File: config.mk
export PLATFORM = sky130hd
export DESIGN_NAME = sdram_page_scheduler_flat
export DESIGN_NICKNAME = d
export VERILOG_FILES = /design/src/rtl/sdram_page_scheduler_if.sv /design/src/rtl/sdram_page_scheduler.sv /design/src/flat_wrapper.sv
export SDC_FILE = /design/constraint.sdc
export NUM_CORES = 1
export LEC_CHECK = 0
export ABC_AREA = 1
export BUFFER_PORTS_ARGS = -buffer_cell sky130_fd_sc_hd__buf_2
export CAP_MARGIN = 25
export CORE_ASPECT_RATIO = 1.75
export CORE_MARGIN = 8
export CORE_UTILIZATION = 38
export DETAILED_ROUTE_END_ITERATION = 7
export PLACE_DENSITY = 0.61
export RECOVER_POWER = 50
export SYNTH_ARGS = -nofsm -noshare
export SYNTH_HDL_FRONTEND = slang
export SYNTH_SLANG_ARGS = --single-unit
File: constraint.sdc
create_clock -name clk -period 2.45 [get_ports clk]
set_input_delay 0.245 -clock clk [delete_from_list [all_inputs] [get_ports clk]]
set_output_delay 0.245 -clock clk [all_outputs]
set_load 0.02 [all_outputs]
File: src/rtl/sdram_page_scheduler_if.sv
// Operation handshake between the page scheduler and the SDRAM command engine.
// The scheduler (master) presents one operation at a time; the engine (slave)
// acknowledges it with op_ack and reports completion with op_done.
interface sdram_page_scheduler_if;
  logic        op_valid;
  logic [1:0]  op_code;
  logic [1:0]  op_bank;
  logic [12:0] op_row;
  logic        op_ack;
  logic        op_done;

  modport master (
    output op_valid,
    output op_code,
    output op_bank,
    output op_row,
    input  op_ack,
    input  op_done
  );

  modport slave (
    input  op_valid,
    input  op_code,
    input  op_bank,
    input  op_row,
    output op_ack,
    output op_done
  );
endinterface

File: src/rtl/sdram_page_scheduler.sv
// Page-granular SDRAM scheduler: arbitrates between the USB FIFO writer, the
// page reader and auto-refresh, keeps the SDRAM as a ring buffer of full pages
// and hands one operation at a time to the SDRAM command engine.
// Optional build macro SDRAM_SCHED_STATS_EN adds completion/forced-refresh
// statistics counters; scheduling behaviour is identical either way.
module sdram_page_scheduler #(
  parameter int PTR_W        = 15,
  parameter int REF_INTERVAL = 374,
  parameter int REF_MAX      = 8,
  parameter int STARVE_LIM   = 4
) (
  input  logic                  clk,
  input  logic                  n_rst,
  input  logic                  sdram_rfo,
  input  logic                  wr_page_rdy,
  input  logic                  rd_page_rdy,
  sdram_page_scheduler_if.master bus,
  output logic                  full,
  output logic                  empty,
  output logic [PTR_W:0]        level,
  output logic                  ref_overdue
`ifdef SDRAM_SCHED_STATS_EN
  ,
  output logic [31:0]           stat_wr_pages,
  output logic [31:0]           stat_rd_pages,
  output logic [15:0]           stat_ref_forced
`endif
);

  localparam int CRED_W = $clog2(REF_MAX + 1);
  localparam int TMR_W  = $clog2(REF_INTERVAL);
  localparam int STRK_W = $clog2(STARVE_LIM + 1);

  typedef enum logic [1:0] {
    ST_IDLE,
    ST_ISSUE,
    ST_BUSY
  } state_t;

  typedef enum logic [1:0] {
    OP_NONE    = 2'b00,
    OP_WRITE   = 2'b01,
    OP_READ    = 2'b10,
    OP_REFRESH = 2'b11
  } op_t;

  state_t              state;
  op_t                 cur_op;
  logic [PTR_W:0]      wr_ptr;
  logic [PTR_W:0]      rd_ptr;
  logic [CRED_W-1:0]   credits;
  logic [TMR_W-1:0]    timer;
  logic [STRK_W-1:0]   streak;

  op_t                 pick_op;
  logic [1:0]          pick_bank;
  logic [12:0]         pick_row;

  logic                rd_eligible;
  logic                starved;
  logic                ref_forced;
  logic                ref_tick;
  logic                complete;
  logic                ref_done;

  // Fill-level view of the ring: the MSB of each pointer is a wrap flag, so
  // equal pointers mean empty and equal low bits with differing MSBs mean full.
  assign empty = (wr_ptr == rd_ptr);
  assign full  = (wr_ptr[PTR_W] != rd_ptr[PTR_W]) &&
                 (wr_ptr[PTR_W-1:0] == rd_ptr[PTR_W-1:0]);
  assign level = wr_ptr - rd_ptr;

  assign rd_eligible = rd_page_rdy && !empty;
  assign starved     = (streak >= STRK_W'(STARVE_LIM)) && rd_eligible;
  assign ref_forced  = (credits == CRED_W'(REF_MAX));
  assign ref_overdue = ref_forced;
  assign ref_tick    = sdram_rfo && (timer == TMR_W'(REF_INTERVAL - 1));

  // An operation only completes while the SDRAM is still usable; a done pulse
  // that races with sdram_rfo dropping belongs to an abandoned operation.
  assign complete = (state == ST_BUSY) && bus.op_done && sdram_rfo;
  assign ref_done = complete && (cur_op == OP_REFRESH);

  // Priority decision made in IDLE: overdue refresh, write (unless it would
  // starve an eligible read), read, then opportunistic refresh.
  always_comb begin
    pick_op   = OP_NONE;
    pick_bank = 2'b00;
    pick_row  = 13'd0;
    if (ref_forced) begin
      pick_op = OP_REFRESH;
    end else if (wr_page_rdy && !full && !starved) begin
      pick_op   = OP_WRITE;
      pick_bank = wr_ptr[PTR_W-1 -: 2];
      pick_row  = 13'(wr_ptr[PTR_W-3:0]);
    end else if (rd_eligible) begin
      pick_op   = OP_READ;
      pick_bank = rd_ptr[PTR_W-1 -: 2];
      pick_row  = 13'(rd_ptr[PTR_W-3:0]);
    end else if (credits != '0) begin
      pick_op = OP_REFRESH;
    end
  end

  // Operation FSM: registers the chosen request in IDLE, holds it until the
  // engine acknowledges, then waits for completion.
  always_ff @(posedge clk or negedge n_rst) begin
    if (!n_rst) begin
      state        <= ST_IDLE;
      cur_op       <= OP_NONE;
      bus.op_valid <= 1'b0;
      bus.op_code  <= OP_NONE;
      bus.op_bank  <= 2'b00;
      bus.op_row   <= 13'd0;
    end else if (!sdram_rfo) begin
      state        <= ST_IDLE;
      cur_op       <= OP_NONE;
      bus.op_valid <= 1'b0;
      bus.op_code  <= OP_NONE;
      bus.op_bank  <= 2'b00;
      bus.op_row   <= 13'd0;
    end else begin
      case (state)
        ST_IDLE: begin
          if (pick_op != OP_NONE) begin
            state        <= ST_ISSUE;
            cur_op       <= pick_op;
            bus.op_valid <= 1'b1;
            bus.op_code  <= pick_op;
            bus.op_bank  <= pick_bank;
            bus.op_row   <= pick_row;
          end
        end
        ST_ISSUE: begin
          if (bus.op_ack) begin
            state        <= ST_BUSY;
            bus.op_valid <= 1'b0;
            bus.op_code  <= OP_NONE;
            bus.op_bank  <= 2'b00;
            bus.op_row   <= 13'd0;
          end
        end
        ST_BUSY: begin
          if (bus.op_done) begin
            state  <= ST_IDLE;
            cur_op <= OP_NONE;
          end
        end
        default: begin
          state <= ST_IDLE;
        end
      endcase
    end
  end

  // Ring pointers and write streak advance only when an operation completes.
  always_ff @(posedge clk or negedge n_rst) begin
    if (!n_rst) begin
      wr_ptr <= '0;
      rd_ptr <= '0;
      streak <= '0;
    end else if (complete) begin
      if (cur_op == OP_WRITE) begin
        wr_ptr <= wr_ptr + (PTR_W + 1)'(1);
        if (streak != STRK_W'(STARVE_LIM)) begin
          streak <= streak + STRK_W'(1);
        end
      end else if (cur_op == OP_READ) begin
        rd_ptr <= rd_ptr + (PTR_W + 1)'(1);
        streak <= '0;
      end
    end
  end

  // Refresh credit bookkeeping: timer runs only while the SDRAM is ready; a
  // credit earned in the same cycle one is spent leaves the count unchanged.
  always_ff @(posedge clk or negedge n_rst) begin
    if (!n_rst) begin
      timer   <= '0;
      credits <= '0;
    end else if (!sdram_rfo) begin
      timer   <= '0;
      credits <= '0;
    end else begin
      if (ref_tick) begin
        timer <= '0;
      end else begin
        timer <= timer + TMR_W'(1);
      end
      if (ref_tick && !ref_done) begin
        if (!ref_forced) begin
          credits <= credits + CRED_W'(1);
        end
      end else if (!ref_tick && ref_done) begin
        if (credits != '0) begin
          credits <= credits - CRED_W'(1);
        end
      end
    end
  end

`ifdef SDRAM_SCHED_STATS_EN
  // Free-running statistics: completed writes, completed reads and refreshes
  // issued because credits had reached the mandatory limit.
  always_ff @(posedge clk or negedge n_rst) begin
    if (!n_rst) begin
      stat_wr_pages   <= 32'd0;
      stat_rd_pages   <= 32'd0;
      stat_ref_forced <= 16'd0;
    end else begin
      if (complete && (cur_op == OP_WRITE)) begin
        stat_wr_pages <= stat_wr_pages + 32'd1;
      end
      if (complete && (cur_op == OP_READ)) begin
        stat_rd_pages <= stat_rd_pages + 32'd1;
      end
      if (sdram_rfo && (state == ST_IDLE) && ref_forced) begin
        stat_ref_forced <= stat_ref_forced + 16'd1;
      end
    end
  end
`endif

endmodule

File: src/flat_wrapper.sv
// flat-port wrapper written by rule: the top's interface ports become plain ports
module sdram_page_scheduler_flat 
#(
  parameter int PTR_W        = 15,
  parameter int REF_INTERVAL = 374,
  parameter int REF_MAX      = 8,
  parameter int STARVE_LIM   = 4
)
  (clk, n_rst, sdram_rfo, wr_page_rdy, rd_page_rdy, full, empty, level, ref_overdue, bus_op_valid, bus_op_code, bus_op_bank, bus_op_row, bus_op_ack, bus_op_done);
  sdram_page_scheduler_if bus_i ();
  input  logic clk;
  input  logic n_rst;
  input  logic sdram_rfo;
  input  logic wr_page_rdy;
  input  logic rd_page_rdy;
  output logic full;
  output logic empty;
  output logic [PTR_W:0] level;
  output logic ref_overdue;
  output wire logic [$bits(bus_i.op_valid)-1:0] bus_op_valid;
  output wire logic [$bits(bus_i.op_code)-1:0] bus_op_code;
  output wire logic [$bits(bus_i.op_bank)-1:0] bus_op_bank;
  output wire logic [$bits(bus_i.op_row)-1:0] bus_op_row;
  input wire logic [$bits(bus_i.op_ack)-1:0] bus_op_ack;
  input wire logic [$bits(bus_i.op_done)-1:0] bus_op_done;
  assign bus_op_valid = bus_i.op_valid;
  assign bus_op_code = bus_i.op_code;
  assign bus_op_bank = bus_i.op_bank;
  assign bus_op_row = bus_i.op_row;
  assign bus_i.op_ack = bus_op_ack;
  assign bus_i.op_done = bus_op_done;
  sdram_page_scheduler #(.PTR_W(PTR_W), .REF_INTERVAL(REF_INTERVAL), .REF_MAX(REF_MAX), .STARVE_LIM(STARVE_LIM)) u_core (.clk(clk), .n_rst(n_rst), .sdram_rfo(sdram_rfo), .wr_page_rdy(wr_page_rdy), .rd_page_rdy(rd_page_rdy), .bus(bus_i), .full(full), .empty(empty), .level(level), .ref_overdue(ref_overdue));
endmodule
## After elaboration in Yosys (flattened, before gate mapping)

Index checks and enable logic that the tools add are counted.

- Bits in registers: 70
- Input bits: 7
- Output and inout bits: 37
- Logic and storage cells: 109

- Add/subtract/negate cells: 7
- Magnitude comparators: 1
- Eq/ne operators: 20
- Muxes and demuxes: 42
- Bitwise logic cells: 1
- Reduce and logical (&&, ||, !) cells: 27

Operators with widths:

| kind | count |
|---|---|
| $mux W13 | 6 |
| $mux W2 | 17 |
| $add A16 B1 Y16 const B | 2 |
| $pmux W13 S2 | 1 |
| $mux W4 | 5 |
| $mux W9 | 2 |
| $reduce_and A3 Y1 | 6 |
| $eq A16 B16 Y1 | 1 |
| $sub A16 B16 Y16 | 1 |
| $eq A15 B15 Y1 | 1 |
| $ne A3 B1 Y1 const B | 4 |
| $ne A3 B3 Y1 const B | 4 |
| $pmux W2 S2 | 3 |
| $logic_and A1 B1 Y1 | 11 |
| $add A9 B1 Y9 const B | 1 |
| $eq A9 B9 Y1 const B | 1 |
| $mux W3 | 3 |
| $eq A2 B2 Y1 const B | 3 |
| $pmux W2 S3 | 1 |
| $logic_not A1 Y1 | 5 |
| $add A4 B1 Y4 const B | 1 |
| $eq A2 B1 Y1 const B | 2 |
| $eq A4 B4 Y1 const B | 1 |
| $reduce_bool A2 Y1 | 2 |
| 12 further kinds | 14 |

## Logic depth before layout (Yosys ltp)

Gate-level depths: netlist (run 1).

- Depth in word-level cells: 12
- Mapped depth: 16
- Gate-level depth less buffers: 15

## Worst setup path before layout (run 1)

OpenSTA, ideal clock, no wires.

- Path kind: register to output
- From: register u_core.wr_ptr[0]
- To: output port level[14]
- Arrival: 2167 ps
- Required time: 2205 ps
- Setup slack: 38 ps
- Stages on the path, launching flop included: 11
- Path buffers: 0
- Cells stage by stage: dfrtp_1 > inv_1 > ha_1 > fa_1 > o21ai_0 > nand2_1 > nand2_1 > a21o_1 > nand3_1 > nand3_1 > xor2_1

- Word-level cells in the longest chain between the ends: 1

RTL lines:

| item | line | RTL |
|---|---|---|
| start: declaration | sdram_page_scheduler.sv:49 | `logic [PTR_W:0] wr_ptr;` |
| start signal: assignment | sdram_page_scheduler.sv:164 | `wr_ptr <= wr_ptr + (PTR_W + 1)'(1);` |
| $sub A16 B16 Y16 | sdram_page_scheduler.sv:71 | `assign level = wr_ptr - rd_ptr;` |
| end: declaration | flat_wrapper.sv:18 | `output logic [PTR_W:0] level;` |

No other way between the ends.

## Worst setup path after layout (run 1)

- From: register u_core.rd_ptr[7]
- To: output port level[14]

- Word-level cells in the longest chain between the ends: 1

RTL lines:

| item | line | RTL |
|---|---|---|
| start: declaration | sdram_page_scheduler.sv:50 | `logic [PTR_W:0] rd_ptr;` |
| start signal: assignment | sdram_page_scheduler.sv:169 | `rd_ptr <= rd_ptr + (PTR_W + 1)'(1);` |
| $sub A16 B16 Y16 | sdram_page_scheduler.sv:71 |  |

No other way between the ends.

==> results, run 1 <==
- The final core utilization is 0.496.
- In the routed layout, each cell is associated on average with a via count of 4.99.
- Setup repair after global routing could not meet its margin everywhere.
- For this block, the routed nets add up to 11.5 mm of wire.
- The checks that failed: max-capacitance violations, max-slew violations, negative setup slack.
- The number of distinct standard cells referenced by the synthesized netlist is 35.
- Power spread over the standard cell area amounts to 686 nW/µm².
- The fraction of power spent switching nets is 0.342.
- At the pin with the least slew margin, the transition time is around 1.7 ns.
- In the final layout, the share of cells above drive strength 1 is 0.261.
- The leakage power is 2.88 nW.
- The number of inserted diodes is 0.
- The net total in the final layout is 685.
- The power dissipated by switching net loads is 0.00134 W.
- The number of flops mapped to enable cells by yosys is 0.
- The synthesized area per cell is 7.98 µm².
- The iteration-0 DRC count of the detailed router is 212.
- In this run, synthesis produced a sequential element count of 70.
- Counting I/O delays and the setup requirement, the final critical path takes 2.47 ns.
- The weighted congestion at the end of routability-driven global placement is approximately 0.86.
- The flow ran to the end, but the final reports show violations.
- The placed instances occupy a cell area of between 4000 and 5000 µm².
- The number of setup violations in the final report is 2.
- During I/O placement, the number of pins put on the boundary was 44.
- Of the synthesized area, sequential elements account for 0.392.
- The tightest slew margin relative to the limit is -0.161.
- The initial utilization of the core area, before any placement, comes to 0.388.
- The largest stage delay on the critical path is around 0.39 ns.
- The proportion of register bits with asynchronous set or reset after synthesis is 1.00.
- The number of iterations in the first detailed-routing pass is 4.
- The tightest min-delay check is of the primary input to register type.
- In this run the worst path has a maximum fanout of 4.
- The vertical die dimension is between 150 and 200 µm.
- The internal power component is 0.00258 W.
- In this run the tool buffered the top-level ports with 43 buffer cells.
- The placement row count is 52.
- The total area inside the core boundary comes to 11,500 µm².
- The number of design rule violations left after detail routing is 0.
- The number of buffers created by CTS is 9.
- The kind of end point of the critical path is a primary output.
- The wire length of the first global-routing pass is around 19 mm.
- The startpoint-to-endpoint class of the critical path is register to primary output.
- The dominant combinational cell family by area after synthesis is simple AND/OR/NAND/NOR gates.
- The final number of hold-violating endpoints is 0.
- The logic gate share of total power is 0.320.
- The number of antenna violations at the first check in global routing was 0.
- The net count after synthesis is between 500 and 600.
- Leaving out fill and tap cells, the most frequent cells in the layout are sky130_fd_sc_hd__nand2_1 (107), sky130_fd_sc_hd__dfrtp_1 (68), sky130_fd_sc_hd__inv_1 (60).
- The worst hold margin is about 0.20 ns.
- Of the total synthesized cell area, the portion taken by AND, OR, NAND and NOR gates is 0.286.
- The die covers 15,600 µm².
- The number of H-tree levels is 3.
- The maximum clock frequency is 0.404 GHz.
- The final max-slew violation count was 71.
- The slack of the critical path is -0.0238 ns.
- For this run, the total global-route usage over all layers was measured as 0.148.
- TritonCTS built the clock tree.
- The clock arrives with 0.00827 ns of skew.
- The detailed-placement wirelength estimate is between 8 and 9 mm.
- Compared with the post-synthesis result, the final layout area differs by 28.0%.
- The data arrival at the endpoint of the critical path is approximately 2.2 ns.
- Summing over every cut layer, the via total after detailed routing is between 3,000 and 4,000.
- After global routing the overflow that remains totals 0.
- The pin count of the biggest net entering global routing is 71.
- The part of the power in registers is 0.357.
- The via count of the first global-routing pass is slightly below 4,000.
- After synthesis, the share of cell area in mux cells is 0.
- The cell count after synthesis is 559.
- The number of nets still failing antenna checks after routing is 0.
- The final instance area is 5710 µm².
- The slowest stage of the critical path belongs to the cell sky130_fd_sc_hd__dfrtp_1.
- The average routed wire per standard cell is 14.5 µm.
- The required time of the critical path is 2.20 ns.
- The clock latency reported for the late side of the worst-skew pair is between 0.3 and 0.4 ns.
- Of the total synthesized cell area, the portion taken by full adders, half adders and majority gates is 0.0735.
- The sort of element at the start of the critical path is a register.
- Counting along the longest clock path gives a buffer depth of 2.
- The clock sink count is 70.
- The post-synthesis cell area is 4460 µm².
- The compound-cell area share of the yosys netlist is 0.0737.
- Clock tree synthesis selected as its root buffer the cell sky130_fd_sc_hd__clkbuf_16.
- Max-cap violations in this run came to 1.
- The die boundary width is between 90 and 100 µm.
- Traced cell by cell, the critical path runs through inv_2 > ha_4 > buf_4 > a21o_1 > a21oi_2 > nand2_2 > a21o_1 > nand3_1 > nand3_2 > xor2_1 > buf_4.
- Leaving out fill and tap cells, the most frequent cell in the layout is sky130_fd_sc_hd__nand2_1.
- Of the total synthesized cell area, the portion taken by XOR and XNOR cells is 0.0981.
- The synthesis warning total is 0.
- The CTS clock-pin slew for the worst setup and hold paths is 0.06 ns.
- The power share of the clock group is 0.323.
- IR analysis of the VDD net gives a maximum drop of a little under 500 µV.
- In the finished design, the share of the clock period the worst path needs comes to 1.01.
- The most used flip-flop cell after synthesis is sky130_fd_sc_hd__dfrtp_1.
## layer usage
layer | share of wire | vias to the layer above | global-route usage
li1 | - | 1971 | -
met4 | 0.039 | 0 | 0.0749
met1 | 0.43 | 1878 | 0.166
met2 | 0.50 | 76 | 0.258
met3 | 0.029 | 30 | 0.0276
met5 | 0 | - | 0
## logic make-up (layout without fill, tap and decap cells)
kind of cell               count (synthesis)  in the layout
xor gates and xnor gates                  50             50
adders and majority gates                 25             25
buffers and inverters                     85            184
AOI/OAI and AO/OA                         59             59
and+or+nand+nor                          270            270
DFF                                       70             70
## cell usage after synthesis (3+ instances only)
| cell type | number | area (µm²) |
|---|---|---|
| sky130_fd_sc_hd__buf_2 | 4 | 20.0 |
| sky130_fd_sc_hd__inv_1 | 69 | 259 |
| sky130_fd_sc_hd__o21ai_0 | 29 | 145 |
| sky130_fd_sc_hd__nand3_2 | 4 | 40.0 |
| sky130_fd_sc_hd__inv_2 | 8 | 30.0 |
| sky130_fd_sc_hd__clkbuf_1 | 3 | 11.3 |
| sky130_fd_sc_hd__nand3_1 | 36 | 180 |
| sky130_fd_sc_hd__nor2_1 | 62 | 233 |
| sky130_fd_sc_hd__xor2_1 | 37 | 324 |
| sky130_fd_sc_hd__xnor2_1 | 13 | 114 |
| sky130_fd_sc_hd__nand2_2 | 16 | 100 |
| sky130_fd_sc_hd__a21oi_1 | 18 | 90.1 |
| sky130_fd_sc_hd__nand4_1 | 10 | 62.6 |
| sky130_fd_sc_hd__nor3_1 | 18 | 90.1 |
| sky130_fd_sc_hd__ha_1 | 23 | 288 |
| sky130_fd_sc_hd__dfrtp_1 | 70 | 1750 |
| sky130_fd_sc_hd__o22ai_1 | 3 | 18.8 |
| sky130_fd_sc_hd__nand2_1 | 109 | 409 |
| sky130_fd_sc_hd__a21o_1 | 4 | 30.0 |
## registers in the layout, indices dropped and copies added (netlist names)
name,cells
u_core.bus.op_bank,2
u_core.bus.op_code,2
u_core.bus.op_row,13
u_core.bus.op_valid,1
u_core.credits,4
u_core.cur_op,2
u_core.rd_ptr,16
u_core.state,2
u_core.streak,3
u_core.timer,9
u_core.wr_ptr,16
## timing repair
item | in CTS | in global routing
hold buffers | 1 | 0
gates resized for setup | 29 | 33
setup buffers | 7 | 15
endpoints found under the setup margin | 10 | 23
pin swaps | 6 | 15
gates cloned | 0 | 0
endpoints found under the hold margin | 70 | 0
## worst paths after layout
kind | from | end | slack, ns | cells after the start
max | u_core.rd_ptr[7] | level[14] | -0.02 | 11
max reg2reg | u_core.wr_ptr[2] | u_core.bus.op_row[11] | 0.16 | 12
min in group asynchronous | n_rst | u_core.timer[1] | 0.99 | 3
max in group asynchronous | n_rst | u_core.wr_ptr[8] | 0.28 | 3
min | bus_op_ack | u_core.state[0] | 0.20 | 4
min reg2reg | u_core.bus.op_valid | u_core.bus.op_valid | 0.47 | 2
## per-stage QoR
step / std cells / power (W) / setup TNS [ns] / setup WS [ns]
6_report: 793 / 0.00392 / -0.0346 / -0.0238
5_1_grt: 793 / 0.00416 / -0.674 / -0.181
4_1_cts: 778 / 0.00388 / -0.0407 / -0.0394
3_5_place_dp: 754 / 0.00249 / 0 / 0.0862
3_3_place_gp: 754 / 0.00247 / 0 / 0.103
2_1_floorplan: 559 / 0.00210 / 0 / 0.0377
## power groups by stage
stage | clock (W) | combinational, W | sequential [W]
after floorplan | 0 | 0.000632 | 0.00147
after global placement | 0 | 0.00106 | 0.00141
after detailed placement | 0 | 0.00108 | 0.00141
after CTS | 0.00128 | 0.00120 | 0.00140
after global routing | 0.00135 | 0.00139 | 0.00142
final | 0.00126 | 0.00125 | 0.00140
## final cells by class
| class | count | area [µm²] |
|---|---|---|
| inverters | 77 | 289 |
| fillers | 1072 | 5800 |
| clock buffers | 12 | 236 |
| well taps | 135 | 169 |
| repair buffers | 91 | 582 |
| clock inverters | 4 | 47.5 |
| multi-input cells | 404 | 2640 |
| flip-flops and latches | 70 | 1750 |
## critical path: cells and delay by family (launching register included)
family / cells / cell delay (ns)
and+or+nand+nor: 3 / 0.24
AOI/OAI and AO/OA: 3 / 0.46
buffers and inverters: 3 / 0.42
adders and majority gates: 1 / 0.22
DFF: 1 / 0.39
xor gates and xnor gates: 1 / 0.17
Note: power is estimated with default switching activity, not from simulation.
==> run 2: changes to the inputs <==
--- a/config.mk
+++ b/config.mk
@@ -14,6 +14,7 @@
 export DETAILED_ROUTE_END_ITERATION = 7
 export PLACE_DENSITY = 0.61
 export RECOVER_POWER = 50
+export REMOVE_ABC_BUFFERS = 1
 export SYNTH_ARGS = -nofsm -noshare
 export SYNTH_HDL_FRONTEND = slang
 export SYNTH_SLANG_ARGS = --single-unit
==> run 2 against run 1 <==
The flow finishes with violations (max-capacitance violations, max-slew violations). Clock skew is 0.0025 ns lower. Clock power rose by 4%. Worst setup slack improved by 0.029 ns. Combinational power is essentially flat. Die area unchanged. Clock-buffer cell count grew 1. Cell area is 0.81% lower. Critical path depth down 1. Register-to-register slack better by 0.02 ns. Critical path type unchanged. Critical endpoint unchanged. Largest power group unchanged. Highest routed layer unchanged.
==> results, run 2 (same netlist as run 1, synthesis figures left out) <==
- The placement row count came to 52 (unchanged).
- The total power of the final layout is 0.00391 W (-0.12%).
- The initial core utilization is 0.388 (unchanged).
- The leakage power is 2.86 nW (-0.67%).
- The post-route non-filler standard cell count is 786 (-0.88%).
- The transition time of the tightest slew-check pin is 1.59 ns (-0.151 ns).
- The final critical-path required period is 2.44 ns (-0.0294 ns).
- The number of H-tree levels came to 3 (unchanged).
- Leaving out fill and tap cells, the most frequent cell in the layout is sky130_fd_sc_hd__nand2_1.
- The required time of the critical path was 2.20 ns (about the same).
- The via count of the first global-routing pass is 4,080 (+4.0%).
- The layout cell share with drive strength beyond 1 is 0.255 (-0.00641).
- The overall die area is 15,600 µm² (unchanged).
- The number of design rule violations left after detail routing is 0 (unchanged).
- The average routed wire per standard cell is 14.6 µm (+0.55%).
- The post-detailed-route via-to-cell ratio was 4.94 (-1.0%).
- The pre-CTS worst setup slack is 0.0482 ns (-0.0379 ns).
- The worst setup path is launched from a register.
- The count of input and output buffers came to 43 (unchanged).
- The layout overhead on the synthesized area is 27.0%.
- The number of nets still failing antenna checks after routing is 0 (unchanged).
- The worst supply voltage drop on vdd is 466 µV (-4.2%).
- The vertical die dimension was 159 µm (unchanged).
- The weighted congestion at the end of routability-driven global placement is 0.909 (+5.7%).
- The number of iterations in the first detailed-routing pass was 4 (unchanged).
- The final core utilization is 0.492 (-0.00402).
- The tightest slew margin relative to the limit is -0.0604 (+0.101).
- The total track usage is 0.150 (+0.00273).
- The kind of end point of the critical path is a primary output.
- The maximum net fanout on the critical path is 2 (-2).
- The setup TNS is 0 ns (+0.0346 ns).
- The total area of multi-input combinational cells is 2620 µm² (-0.43%).
- The clock latency reported for the late side of the worst-skew pair is 0.33 ns (about the same).
- The number of antenna violations at the first check in global routing was 0 (unchanged).
- The clock tree buffer depth is 2 (unchanged).
- The number of buffers created by CTS was 9 (unchanged).
- The number of inserted diodes is 0 (unchanged).
- The net total in the final layout is 678 (-1.0%).
- The final worst-path cycle share is 0.998 (-0.0120).
- The path class of the tightest hold or removal check is primary input to register.
- The checks that failed: max-capacitance violations, max-slew violations.
- The iteration-0 DRC count of the detailed router was 141 (-33%).
- The number of setup violations in the final report is 0 (-2).
- The register area is 1750 µm² (unchanged).
- The total of fill cells in the finished design is 1,110 (+3.5%).
- The largest clock skew in the final design is 0.00582 ns (-0.00246 ns).
- The maximum clock frequency came to 0.409 GHz (+1.2%).
- The placeable core area is 11,500 µm² (unchanged).
- The boundary pin count is 44 (unchanged).
- The detailed-placement wirelength estimate is 8.56 mm (-0.14%).
- The total vias in the final route came to 3,881 (-1.9%).
- The final max-slew violation count is 71 (unchanged).
- The run finished, with violations left.
- The pin count of the biggest net entering global routing is 71 (unchanged).
- In the layout the commonest cells are sky130_fd_sc_hd__nand2_1 (107), sky130_fd_sc_hd__dfrtp_1 (68), sky130_fd_sc_hd__inv_1 (61).
- The post-placement cell count is 753 (-0.13%).
- The die boundary width is 97.9 µm (unchanged).
- The total congestion overflow is 0 (unchanged).
- Setup repair after global routing could not meet its margin everywhere.
- The clock tree from TritonCTS is built.
- The clock root buffer is sky130_fd_sc_hd__clkbuf_16.
- The slack of the critical path is 0.00561 ns (+0.0294 ns).
- The CTS clock-pin slew for the worst setup and hold paths is 0.05 ns (about the same).
- The data arrival at the endpoint of the critical path was 2.20 ns (-0.03 ns).
- The count of max-cap constraint violations was 1 (unchanged).
- The worst setup path is of the register to primary output kind.
- The final number of hold-violating endpoints is 0 (unchanged).
- The wire length of the first global-routing pass came to 19.1 mm (+2.6%).
- The cell area power density is 690 nW/µm² (+0.69%).
- The largest registers in the layout are u_core.rd_ptr (16), u_core.wr_ptr (16), u_core.bus.op_row (13).
- The total wirelength of the detailed-routed design is 11.5 mm (-0.34%).
- The clock sink count came to 70 (unchanged).
run 2: power breakdown:
| group | switching, W | leakage (nW) | internal (W) |
|---|---|---|---|
| registers | 0.000103 | 0.889 | 0.00128 |
| logic | 0.000749 | 1.83 | 0.000467 |
| clock network | 0.000466 | 0.146 | 0.000842 |
| total | 0.00132 | 2.86 | 0.00259 |
run 2: layout make-up:
class                   count  share of cell area
clock inverters             3             0.00751
flip-flops and latches     70               0.310
well taps                 135              0.0298
repair buffers             84              0.0932
clock buffers              13              0.0459
inverters                  77              0.0510
multi-input cells         404               0.463
run 2: per-layer routing:
layer  global-route usage  share of wire
met5                    0              0
met4               0.0785          0.028
met3               0.0241          0.031
met2                0.269           0.54
met1                0.165           0.41
run 2: timing repair:
item                                    4_1_cts  5_1_grt
endpoints found under the hold margin        70        0
pin swaps                                     6       14
setup buffers                                 4       12
endpoints found under the setup margin       10       27
hold buffers                                  1        0
resized for setup                            25       34
run 2: metrics by stage:
step           instance area (µm²)  hold slack (ns)
6_report                      5670            0.217
3_3_place_gp                  4990            0.296
2_1_floorplan                 4410          -0.0506
3_5_place_dp                  4990            0.302
5_1_grt                       5670            0.226
4_1_cts                       5450            0.198
run 2: critical path, stage by stage (launching register included):
cell and delay [ns]:
sky130_fd_sc_hd__dfrtp_1 0.41, sky130_fd_sc_hd__ha_4 0.18, sky130_fd_sc_hd__fa_2 0.35, sky130_fd_sc_hd__o21ai_2 0.17
sky130_fd_sc_hd__nand2_1 0.08, sky130_fd_sc_hd__nand2_2 0.08, sky130_fd_sc_hd__a21o_1 0.16, sky130_fd_sc_hd__nand3_2 0.08
sky130_fd_sc_hd__nand3_2 0.07, sky130_fd_sc_hd__xor2_1 0.13, sky130_fd_sc_hd__buf_4 0.16
run 2: worst paths after layout:
kind                       depth (start not counted)                    end                   from  slack, ns
max                                               10              level[14]       u_core.rd_ptr[0]      0.006
min                                                4        u_core.state[0]             bus_op_ack       0.22
max reg2reg                                       13   u_core.bus.op_row[1]      u_core.rd_ptr[12]       0.18
min reg2reg                                        2  u_core.bus.op_code[1]  u_core.bus.op_code[1]       0.47
max in group asynchronous                          3       u_core.wr_ptr[8]                  n_rst       0.42
min in group asynchronous                          3        u_core.timer[4]                  n_rst       0.96
